File: src/rtl/gcd_res_fifo.sv
// Result buffer downstream of the GCD core: in-order valid/ready FIFO of DEPTH words.
// Define GCD_RES_FIFO_BYPASS_EN to let a word flow straight through an empty buffer.
module gcd_res_fifo #(
  parameter  int WL    = 8,
  parameter  int DEPTH = 4,
  localparam int CW    = $clog2(DEPTH + 1),
  localparam int AW    = $clog2(DEPTH)
) (
  input  logic          clk,
  input  logic          rst_b,
  input  logic [WL-1:0] in_res,
  input  logic          in_val,
  output logic          in_rdy,
  output logic [WL-1:0] out_res,
  output logic          out_val,
  input  logic          out_rdy,
  output logic [CW-1:0] count
);

  logic [WL-1:0] mem_q [DEPTH];
  logic [AW-1:0] wr_ptr_q, wr_ptr_d;
  logic [AW-1:0] rd_ptr_q, rd_ptr_d;
  logic [CW-1:0] cnt_q, cnt_d;
  logic          full, empty, byp_go, push, pop;

  always_comb begin
    full   = (cnt_q == CW'(DEPTH));
    empty  = (cnt_q == '0);
    // Readiness comes from registered occupancy only, so a pop never opens the door early.
    in_rdy = !full;
`ifdef GCD_RES_FIFO_BYPASS_EN
    byp_go  = empty && in_val && out_rdy;
    out_val = !empty || in_val;
    if (!empty)      out_res = mem_q[rd_ptr_q];
    else if (in_val) out_res = in_res;
    else             out_res = '0;
`else
    byp_go  = 1'b0;
    out_val = !empty;
    out_res = empty ? '0 : mem_q[rd_ptr_q];
`endif
    // A word that flows through the bypass is neither stored nor popped from storage.
    push = in_val && in_rdy && !byp_go;
    pop  = !empty && out_rdy;

    wr_ptr_d = push ? wr_ptr_q + AW'(1) : wr_ptr_q;
    rd_ptr_d = pop  ? rd_ptr_q + AW'(1) : rd_ptr_q;
    case ({push, pop})
      2'b10:   cnt_d = cnt_q + CW'(1);
      2'b01:   cnt_d = cnt_q - CW'(1);
      default: cnt_d = cnt_q;
    endcase
  end

  assign count = cnt_q;

  always_ff @(posedge clk or negedge rst_b) begin
    if (!rst_b) begin
      wr_ptr_q <= '0;
      rd_ptr_q <= '0;
      cnt_q    <= '0;
    end else begin
      wr_ptr_q <= wr_ptr_d;
      rd_ptr_q <= rd_ptr_d;
      cnt_q    <= cnt_d;
    end
  end

  always_ff @(posedge clk) begin
    if (push) mem_q[wr_ptr_q] <= in_res;
  end

endmodule
File: config.mk
export PLATFORM = sky130hd
export DESIGN_NAME = gcd_res_fifo
export DESIGN_NICKNAME = d
export VERILOG_FILES = /design/src/rtl/gcd_res_fifo.sv
export SDC_FILE = /design/constraint.sdc
export NUM_CORES = 1
export LEC_CHECK = 0
export CAP_MARGIN = 20
export CORE_ASPECT_RATIO = 0.7
export CORE_MARGIN = 5
export CORE_UTILIZATION = 40
export CTS_BUF_LIST = sky130_fd_sc_hd__clkbuf_16
export DETAILED_ROUTE_END_ITERATION = 8
export PLACE_DENSITY = 0.58
export SLEW_MARGIN = 15
export SYNTH_ARGS = -nofsm -noshare
export SYNTH_HDL_FRONTEND = slang
export SYNTH_SLANG_ARGS = --single-unit
File: constraint.sdc
create_clock -name clk -period 2.54 [get_ports clk]
set_clock_uncertainty 0.2 [all_clocks]
set_input_delay 0.254 -clock clk [delete_from_list [all_inputs] [get_ports clk]]
set_output_delay 0.254 -clock clk [all_outputs]
set_load 0.01 [all_outputs]
==> impl_results.md, run 1 <==
- Detail Route Antenna Nets: 0
- Int Power: a little over 2 mW
- Via count: 800
- EDFF count, synth: 32
- Outcome: finished, final reports clean
- Std cell rows: 19
- Switch share: 0.266
- Clock root cell: clkbuf_16
- Worst path cell trace: or3_2 -> buf_4 -> and2_1 -> clkdlybuf4s50_1
- Routed WL: 2660 um
- FILL cells: between 300 and 400
- FFs w/ async S/R, synth: 0.179
- Total negative slack: 0 ns
- Leak Pwr: 0.834 nW
- P per Cell Area: roughly 1300 mW/mm^2
- Post-place setup slack: 0.136 ns
- Share of cells above drive strength 1: 0.240
- Combinational share of power: 0.362
- Chip Height: 63.5 um
- Reg power frac: 0.350
- CP delay by family, top: buffers and inverters
- Slowest CP cell: or3_2
- Via density: 4.62
- DRT iter0 DRCs: 29
- Detailed Routing Iterations Pass 1: 4
- First-pass GRT wire length: 4240 um
- Drt wl/cell: 15.4 um
- Final count of hold timing violations: 0
- Area Overhead vs Synth: 32.1%
- Worst vdd ir: approximately 0.7 mV
- R2R setup slack: between 0.15 and 0.2 ns
- Arrival time worst endpoint: 1.97 ns
- Synthesized net count: around 110
- ANT cells: 0
- Seq/Total Area, Yosys: 0.695
- Sink Count: 39
- Final Worst Setup Slack: 0.116 ns
- H-tree depth: 2
- Port bufs: 24
- Dpl hpwl: 1890 um
- Register area: 0.00114 sq mm
- Gpl congestion: 0.669
- Min-Delay Path Class: input pin to async pin
- Bufs and invs on worst path: 2
- Clock latency on the worst-skew pair: 0.28 ns
- DRC Markers: 0
- Syn_area_per_cell: 18.6 sq um
- Post-CTS Hold Fix Bufs: 0
- Die width: 86.4 um
- Synth Register Bits: 39
- Multi-input gate area: 463 sq um
- CP peak stage delay: 0.49 ns
- Layout Nets: 138
- Worst flop-to-flop path startpoint: count[0]$_DFFE_PN0P_
- Max Cap Viol: 0
- Startpoint types: flip-flop
- CP Capture Type: output port
- Setup violations, final: 0
- CTS Buf Count: 5
- Largest net degree at the start of global routing: 14
- Crit path time final: 2.42 ns
- Initial Util: 0.414
- Crit Path Category: flip-flop to output port
- Synthesized cell area: 0.00164 sq mm
- Max-slew headroom: 0.720
- Die area: 0.00549 sq mm
- Worst-path clk slew: approximately 0.06 ns
- GR Overflow Total: 0
- Vias in the first global route: between 800 and 900
- CORE AREA: 0.00395 sq mm
- Pins Over Slew Limit: 0
- TritonCTS clock tree: yes
- FF-to-FF End: count[2]$_DFFE_PN0P_
- Maximum buffer depth of the clock tree: 2
- Synthesized instance count: 88
- Number of distinct library cells after synthesis: 19
- Ys Warns: 0
- Number of antenna violations at the first check in global routing: 0
- Fin crit share: 0.955
- Fmax: about 0.41 GHz
- Total track usage: 0.111
- CP required: 2.09 ns
- Top_reg_cell synth: edfxtp_1
- R2R cell count: 9
- Clk pwr share: 0.288
- RSZ-0062 raised after global routing: no
- Worst-Margin Slew: 0.420 ns
- Net Sw Power: 0.731 mW
- Ports: 25
- Critical path peak fanout: 10
-- Yosys cell counts (all sizes together) (2+ instances only) --
cell    number  area (sq um)
and2        10          65.1
and3         4          30.0
buf          2          10.0
dfrtp        7           175
edfxtp      32           961
ha           5          62.6
inv          6          22.5
mux4         8           180
xnor2        3          26.3
xor2         3          26.3
-- per-layer routing --
metal / wire length, um / vias to the layer above / global-route usage
met3: 151 / 2 / 0.0599
met2: 1260 / 15 / 0.165
met5: 0 / - / 0
met4: 19 / 0 / 0.0409
li1: - / 388 / -
met1: 1230 / 395 / 0.137
-- flip-flops by register name (all words and copies together) (netlist names) --
| signal | cells |
|---|---|
| count | 3 |
| mem_q | 32 |
| rd_ptr_q | 2 |
| wr_ptr_q | 2 |
-- cell usage in the layout, fill, tap and decap left out, drive strengths merged --
| cell type | instances |
|---|---|
| nor2 | 1 |
| or3b | 1 |
| xor2 | 3 |
| bufinv | 2 |
| dlymetal6s2s | 4 |
| clkbuf | 5 |
| dfrtp | 7 |
| clkdlybuf4s50 | 20 |
| clkinvlp | 1 |
| edfxtp | 32 |
| and2 | 10 |
| inv | 6 |
| buf | 4 |
| mux2 | 1 |
| or3 | 1 |
| and3 | 4 |
| mux2i | 1 |
| nand3 | 1 |
| ha | 5 |
| mux4 | 8 |
| xnor2 | 3 |
| fa | 1 |
-- how the worst max path moves through the flow --
stage | start | cells after the start | to | slack (ns)
4_1_cts | count[0]$_DFFE_PN0P_ | 4 | out_res[5] | 0.04
5_1_grt | count[0]$_DFFE_PN0P_ | 9 | count[2]$_DFFE_PN0P_ | 0.03
3_5_place_dp | count[0]$_DFFE_PN0P_ | 9 | count[2]$_DFFE_PN0P_ | 0.14
3_3_place_gp | count[0]$_DFFE_PN0P_ | 9 | count[2]$_DFFE_PN0P_ | 0.21
6_report | count[0]$_DFFE_PN0P_ | 4 | out_res[6] | 0.12
2_1_floorplan | count[0]$_DFFE_PN0P_ | 9 | count[2]$_DFFE_PN0P_ | 0.19
-- metrics by stage --
step | cells | hold slack, ns | utilization | cell area [sq um] | power, mW
2_1_floorplan | 88 | -0.242 | - | 1640 | 1.55
3_3_place_gp | 164 | 0.286 | 0.494 | 1950 | 1.99
3_5_place_dp | 164 | 0.311 | 0.494 | 1950 | 1.99
4_1_cts | 172 | 0.0508 | 0.543 | 2140 | 2.80
5_1_grt | 173 | 0.0766 | 0.548 | 2160 | 2.91
6_report | 173 | 0.0437 | 0.548 | 2160 | 2.75
-- cell families after synthesis --
group / count (synthesis) / share of synthesized area
buffers and inverters: 9 / 0.0222
flip-flops: 39 / 0.695
adder cells (fa/ha/maj): 6 / 0.0505
multiplexers: 10 / 0.125
AND/OR/NAND/NOR: 18 / 0.0750
XOR/XNOR: 6 / 0.0321
-- power groups by stage --
stage	Sequential (mW)	Clock, mW	Combinational (mW)
floorplan	0.942	0	0.605
global placement	0.970	0	1.02
detailed placement	0.981	0	1.01
CTS	0.968	0.811	1.02
global route	0.980	0.838	1.09
finish	0.962	0.791	0.994
-- timing repair --
action,4_1_cts,5_1_grt
resized for setup,0,5
endpoints found under the setup margin,0,7
setup buffers,0,1
-- final cells by class --
cell class              instances  area share
clock buffers                   5      0.0579
clock inverters                 3      0.0313
inverters                       6      0.0104
multi-input cells              40       0.214
flip-flops and latches         39       0.526
well taps                      52      0.0301
repair buffers                 28       0.130
Power figures use the tool's default switching activity.
==> run 2: changes to the inputs <==
--- a/constraint.sdc
+++ b/constraint.sdc
@@ -3,3 +3,3 @@
 set_input_delay 0.254 -clock clk [delete_from_list [all_inputs] [get_ports clk]]
 set_output_delay 0.254 -clock clk [all_outputs]
-set_load 0.01 [all_outputs]
+set_load 0.05 [all_outputs]
==> run 2 against run 1 <==
Die area stayed put. Sequential share of layout area rose by 2.3 points. Final area is 3.9% lower. Worst hold slack improved by 0.0014 ns. Maximum frequency increased by 2.7%. Routed wire length rose by 4.1%. Non-clock buffer count down 1. First-iteration DRC count increased by 59%. Sequential cell count unchanged. Register-to-register slack about the same. Worst setup slack better by 0.064 ns. Highest routed layer unchanged.
==> impl_results.md, run 2 (synthesis gave the netlist of run 1 again) <==
- RSZ-0062 raised after global routing: no
- Total negative slack: 0 ns (unchanged)
- Min-Delay Path Class: input pin to async pin
- Maximum buffer depth of the clock tree: 2 (unchanged)
- Clock latency on the worst-skew pair: 0.27 ns (about the same)
- DRT iter0 DRCs: 46 (+59%)
- Die area: 0.00549 sq mm (unchanged)
- GR Overflow Total: 0 (unchanged)
- Detail Route Antenna Nets: 0 (unchanged)
- First-pass GRT wire length: 4500 um (+6.2%)
- Post-place setup slack: 0.200 ns (+0.0641 ns)
- M1 WL: 1300 um (+5.5%)
- Crit Path Category: flip-flop to flip-flop
- Post-CTS Setup Bufs: 0 (unchanged)
- Met2 wire len: 1310 um (+4.0%)
- CTS resizes: 0 (unchanged)
- Fmax: 0.424 GHz (+2.7%)
- Initial Util: 0.414 (unchanged)
- Std cell rows: 19 (unchanged)
- Sink Count: 39 (unchanged)
- Via density: 4.74 (+2.6%)
- Share of cells above drive strength 1: 0.317 (+0.0770)
- Max-slew headroom: 0.635 (-0.0850)
- CORE AREA: 0.00395 sq mm (unchanged)
- Area Overhead vs Synth: 26.9%
- Routed length on met3: 143 um (-5.3%)
- Critical path peak fanout: 6 (-4)
- Dpl hpwl: 2010 um (+6.3%)
- Final Worst Setup Slack: 0.180 ns (+0.0643 ns)
- Layout Cells excl Fill: 172 (-0.58%)
- Ports: 25 (unchanged)
- Via count: 816 (+2.0%)
- Final count of hold timing violations: 0 (unchanged)
- Largest net degree at the start of global routing: 13 (-1)
- Crit path time final: 2.36 ns (-0.0643 ns)
- Worst-path clk slew: 0.06 ns (about the same)
- Outcome: finished, final reports clean
- Worst-Margin Slew: 0.547 ns (+0.127 ns)
- Biggest register: mem_q
- Fin crit share: 0.929 (-0.0253)
- Port bufs: 24 (unchanged)
- Highest Signal Layer: met4
- Drt wl/cell: 16.1 um (+4.7%)
- Startpoint types: flip-flop
- Placed insts: 164 (unchanged)
- ANT cells: 0 (unchanged)
- Most frequent cells in the layout: edfxtp_1, clkdlybuf4s50_1, buf_4, and2_1, mux4_2
- Most common cell after layout, fill and taps aside: edfxtp_1
- Post-CTS Hold Fix Bufs: 0 (unchanged)
- CP required: 2.53 ns (+0.44 ns)
- DRC Markers: 0 (unchanged)
- Vias in the first global route: 838 (-0.12%)
- Gpl congestion: 0.691 (+3.4%)
- Pins Over Slew Limit: 0 (unchanged)
- Max Cap Viol: 0 (unchanged)
- Arrival time worst endpoint: 2.35 ns (+0.38 ns)
- Routed WL: 2770 um (+4.1%)
- Layout Nets: 137 (-0.72%)
- Number of antenna violations at the first check in global routing: 0 (unchanged)
- Total track usage: 0.116 (+0.00485)
- CP Capture Type: flip-flop
- CTS Buf Count: 5 (unchanged)
- Number of flip-flops in the largest register: 32 (unchanged)
- Die width: 86.4 um (unchanged)
- Chip Height: 63.5 um (unchanged)
- Setup violations, final: 0 (unchanged)
- H-tree depth: 2 (unchanged)
- Detailed Routing Iterations Pass 1: 4 (unchanged)
- Clock root cell: clkbuf_16
- R2R setup slack: 0.18 ns (about the same)
- TritonCTS clock tree: yes
==> run 2: cell types whose count changed in the layout (fill, tap and decap cells not counted) <==
cell / previous run / this run
dfrtp_2: 1 / 3
clkinvlp_4: 1 / 0
clkdlybuf4s50_1: 20 / 15
dfrtp_1: 6 / 4
dlymetal6s2s_1: 4 / 1
clkinv_2: 0 / 3
buf_4: 4 / 11
bufinv_16: 2 / 0
==> run 2: worst max-delay path, stage by stage (launching register included) <==
cell	delay, ns
dfrtp_2	0.42
or3b_4	0.43
and2_4	0.17
inv_1	0.05
ha_1	0.17
inv_1	0.06
fa_1	0.37
xor2_1	0.15
nor2_1	0.11
xor2_1	0.15
==> run 2: cell type report <==
type | count | area, sq um
Fill cell | 334 | 1870
Sequential cell | 39 | 1140
Multi-Input combinational cell | 40 | 463
Timing Repair Buffer | 27 | 245
Clock buffer | 5 | 125
Tap cell | 52 | 65.1
Inverter | 6 | 22.5
Clock inverter | 3 | 15.0
==> run 2: worst paths after layout <==
kind	start	to	depth (start not counted)
setup / recovery	count[1]$_DFFE_PN0P_	count[2]$_DFFE_PN0P_	9
hold / removal	rst_b	wr_ptr_q[1]$_DFFE_PN0P_	1
setup reg to reg	count[1]$_DFFE_PN0P_	count[2]$_DFFE_PN0P_	9
hold reg to reg	count[2]$_DFFE_PN0P_	count[2]$_DFFE_PN0P_	1
max in group asynchronous	rst_b	count[2]$_DFFE_PN0P_	1
min in group clk	count[2]$_DFFE_PN0P_	count[2]$_DFFE_PN0P_	1
==> run 2: routing by layer <==
layer / vias up / GRT usage
met4: 0 / 0.0409
met2: 17 / 0.173
li1: 388 / -
met1: 409 / 0.151
met3: 2 / 0.0508
met5: - / 0
==> run 2: metrics by stage <==
stage,util,instance area (sq um),hold slack (ns)
2_1_floorplan,-,1640,-0.242
3_3_place_gp,0.490,1930,0.281
3_5_place_dp,0.490,1930,0.280
4_1_cts,0.525,2070,0.0567
5_1_grt,0.526,2080,0.0848
6_report,0.526,2080,0.0451
Power of run 2 is not shown: default switching activity piles up to over one toggle a cycle in this logic, so the estimate is an artifact.
==> run 3: changes to the inputs <==
--- a/constraint.sdc
+++ b/constraint.sdc
@@ -3,3 +3,3 @@
 set_input_delay 0.254 -clock clk [delete_from_list [all_inputs] [get_ports clk]]
 set_output_delay 0.254 -clock clk [all_outputs]
-set_load 0.05 [all_outputs]
+set_load 0.02 [all_outputs]
==> run 3 against run 2 <==
Cell count unchanged. Maximum frequency decreased by 2.4%. Final area rose by 0.36%. Die area stayed put. Core utilization up 0.19 points. Routed wire length down 1.8%. Sequential share of layout area decreased by 0.38 points. Count of clock-buffer cells in the layout stayed put.
==> impl_results.md, run 3 (synthesis gave the netlist of run 1 again) <==
- Ports: 25 (unchanged)
- Register area: 0.00114 sq mm (-0.33%)
- Critical Path Source: count[0]$_DFFE_PN0P_
- Max Cap Viol: 0 (unchanged)
- Final Util: 0.528 (+0.00190)
- Gpl congestion: 0.701 (+1.5%)
- Pins Over Slew Limit: 0 (unchanged)
- ANT cells: 0 (unchanged)
- Area Overhead vs Synth: 27.4%
- Max-slew headroom: 0.732 (+0.0965)
- Crit Path Category: flip-flop to output port
- Layout Nets: 137 (unchanged)
- Most frequent cells in the layout: edfxtp_1, clkdlybuf4s50_1, and2_1, mux4_2
- Leak Pwr: 0.800 nW
- Detail Route Antenna Nets: 0 (unchanged)
- Std cell rows: 19 (unchanged)
- CORE AREA: 0.00395 sq mm (unchanged)
- First-pass GRT wire length: 4460 um (-0.91%)
- Initial Util: 0.414 (unchanged)
- Sink Count: 39 (unchanged)
- Slowest CP cell: or3_2
- Outcome: finished, final reports clean
- Final Worst Setup Slack: 0.121 ns (-0.0591 ns)
- CP required: 2.09 ns (-0.44 ns)
- H-tree depth: 2 (unchanged)
- Crit path time final: 2.42 ns (+0.0591 ns)
- Vias in the first global route: 889 (+6.1%)
- Dpl hpwl: 1930 um (-3.7%)
- Multi-input gate area: 463 sq um (unchanged)
- Die width: 86.4 um (unchanged)
- Clock latency on the worst-skew pair: 0.27 ns (about the same)
- GR Overflow Total: 0 (unchanged)
- CP delay by family, top: buffers and inverters
- Die area: 0.00549 sq mm (unchanged)
- Drt wl/cell: 15.8 um (-1.8%)
- Worst-Margin Slew: 0.403 ns (-0.144 ns)
- Routed WL: 2720 um (-1.8%)
- Final instance area: 0.00208 sq mm (+0.36%)
- DRC Markers: 0 (unchanged)
- CP peak stage delay: 0.55 ns (+0.12 ns)
- Share of cells above drive strength 1: 0.200 (-0.117)
- RSZ-0062 raised after global routing: no
- Bufs and invs on worst path: 2 (unchanged)
- Via density: 4.79 (+0.98%)
- Clock root cell: clkbuf_16
- DRT iter0 DRCs: 32 (-30%)
- Chip Height: 63.5 um (unchanged)
- Post-place setup slack: 0.161 ns (-0.0388 ns)
- Via count: 824 (+0.98%)
- Port bufs: 24 (unchanged)
- Worst flop-to-flop path startpoint: count[0]$_DFFE_PN0P_
- Number of flip-flops in the largest register: 32 (unchanged)
- Most common cell after layout, fill and taps aside: edfxtp_1
- Dpl cell area: 0.00195 sq mm (+0.84%)
- P per Cell Area: ~1200 mW/mm^2
- CTS Buf Count: 5 (unchanged)
- CP Capture Type: output port
- Detailed Routing Iterations Pass 1: 2 (-2)
- Critical path peak fanout: 7 (+1)
- Fmax: 0.413 GHz (-2.4%)
- Number of antenna violations at the first check in global routing: 0 (unchanged)
- Biggest register: mem_q
- Startpoint types: flip-flop
- Min-Delay Path Class: input pin to async pin
- Worst-path clk slew: 0.05 ns (about the same)
- Arrival time worst endpoint: 1.97 ns (-0.38 ns)
- TritonCTS clock tree: yes
- Total track usage: 0.112 (-0.00436)
- Worst path cell trace: or3_2 -> buf_4 -> clkdlybuf4s50_1
- Total negative slack: 0 ns (unchanged)
- Final count of hold timing violations: 0 (unchanged)
- Largest net degree at the start of global routing: 12 (-1)
- Maximum buffer depth of the clock tree: 2 (unchanged)
- Worst vdd ir: 0.542 mV
- FILL cells: 346 (+3.6%)
- Setup violations, final: 0 (unchanged)
- Fin crit share: 0.952 (+0.0233)
[run 3: changes by cell type in the layout (fill, tap and decap cells not counted), sizes merged]
| cell | previous run | this run |
|---|---|---|
| buf | 11 | 3 |
| clkdlybuf4s50 | 15 | 16 |
| clkinv | 3 | 2 |
| dlygate4sd2 | 0 | 6 |
| dlymetal6s2s | 1 | 2 |
| inv | 6 | 7 |
[run 3: path summary, 6_finish.rpt]
kind,end,cells after the start,slack (ns)
max in group asynchronous,rd_ptr_q[0]$_DFFE_PN0P_,1,1.84
setup reg to reg,count[2]$_DFFE_PN0P_,9,0.17
hold reg to reg,count[2]$_DFFE_PN0P_,1,0.31
hold / removal,wr_ptr_q[1]$_DFFE_PN0P_,1,0.05
min in group clk,count[2]$_DFFE_PN0P_,1,0.31
setup / recovery,out_val,3,0.12
[run 3: per-layer routing]
metal | global-route usage | vias up | wire (um)
li1 | - | 391 | -
met1 | 0.136 | 411 | 1280
met2 | 0.177 | 17 | 1260
met3 | 0.0469 | 5 | 153
met4 | 0.0409 | 0 | 37
met5 | 0 | - | 0
[run 3: worst reg2reg max path: cells and delay by family, from the launching register on]
| family | cells | cell delay (ns) |
|---|---|---|
| AND/OR/NAND/NOR | 3 | 0.74 |
| adder cells (fa/ha/maj) | 2 | 0.54 |
| flip-flops | 1 | 0.42 |
| XOR/XNOR | 2 | 0.30 |
| buffers and inverters | 2 | 0.11 |
[run 3: final cells by class]
cell class              instances  area share
flip-flops and latches         39       0.545
multi-input cells              40       0.222
repair buffers                 27       0.125
clock buffers                   5      0.0601
well taps                      52      0.0312
inverters                       6      0.0108
clock inverters                 3     0.00541
[run 3: where the power goes]
part / internal (mW) / leakage [nW] / switching (mW) / total, mW
registers: 0.869 / 0.375 / 0.0919 / 0.961
clock network: 0.352 / 0.0701 / 0.216 / 0.569
logic: 0.528 / 0.356 / 0.509 / 1.04
[run 3: repair_timing]
item | CTS | global route
endpoints found under the setup margin | 6 | 2
setup buffers | 0 | 0
cloned | 0 | 0
hold buffers | 0 | 0
gates resized for setup | 6 | 2
hold endpoints to repair | 0 | 0
[run 3: stage by stage]
step	power, mW	instances	hold WS (ns)
final	2.57	172	0.0491
after global routing	2.73	172	0.0800
after CTS	2.61	172	0.0588
after detailed placement	2.10	164	0.313
after global placement	2.10	164	0.291
after floorplan	1.65	88	-0.242
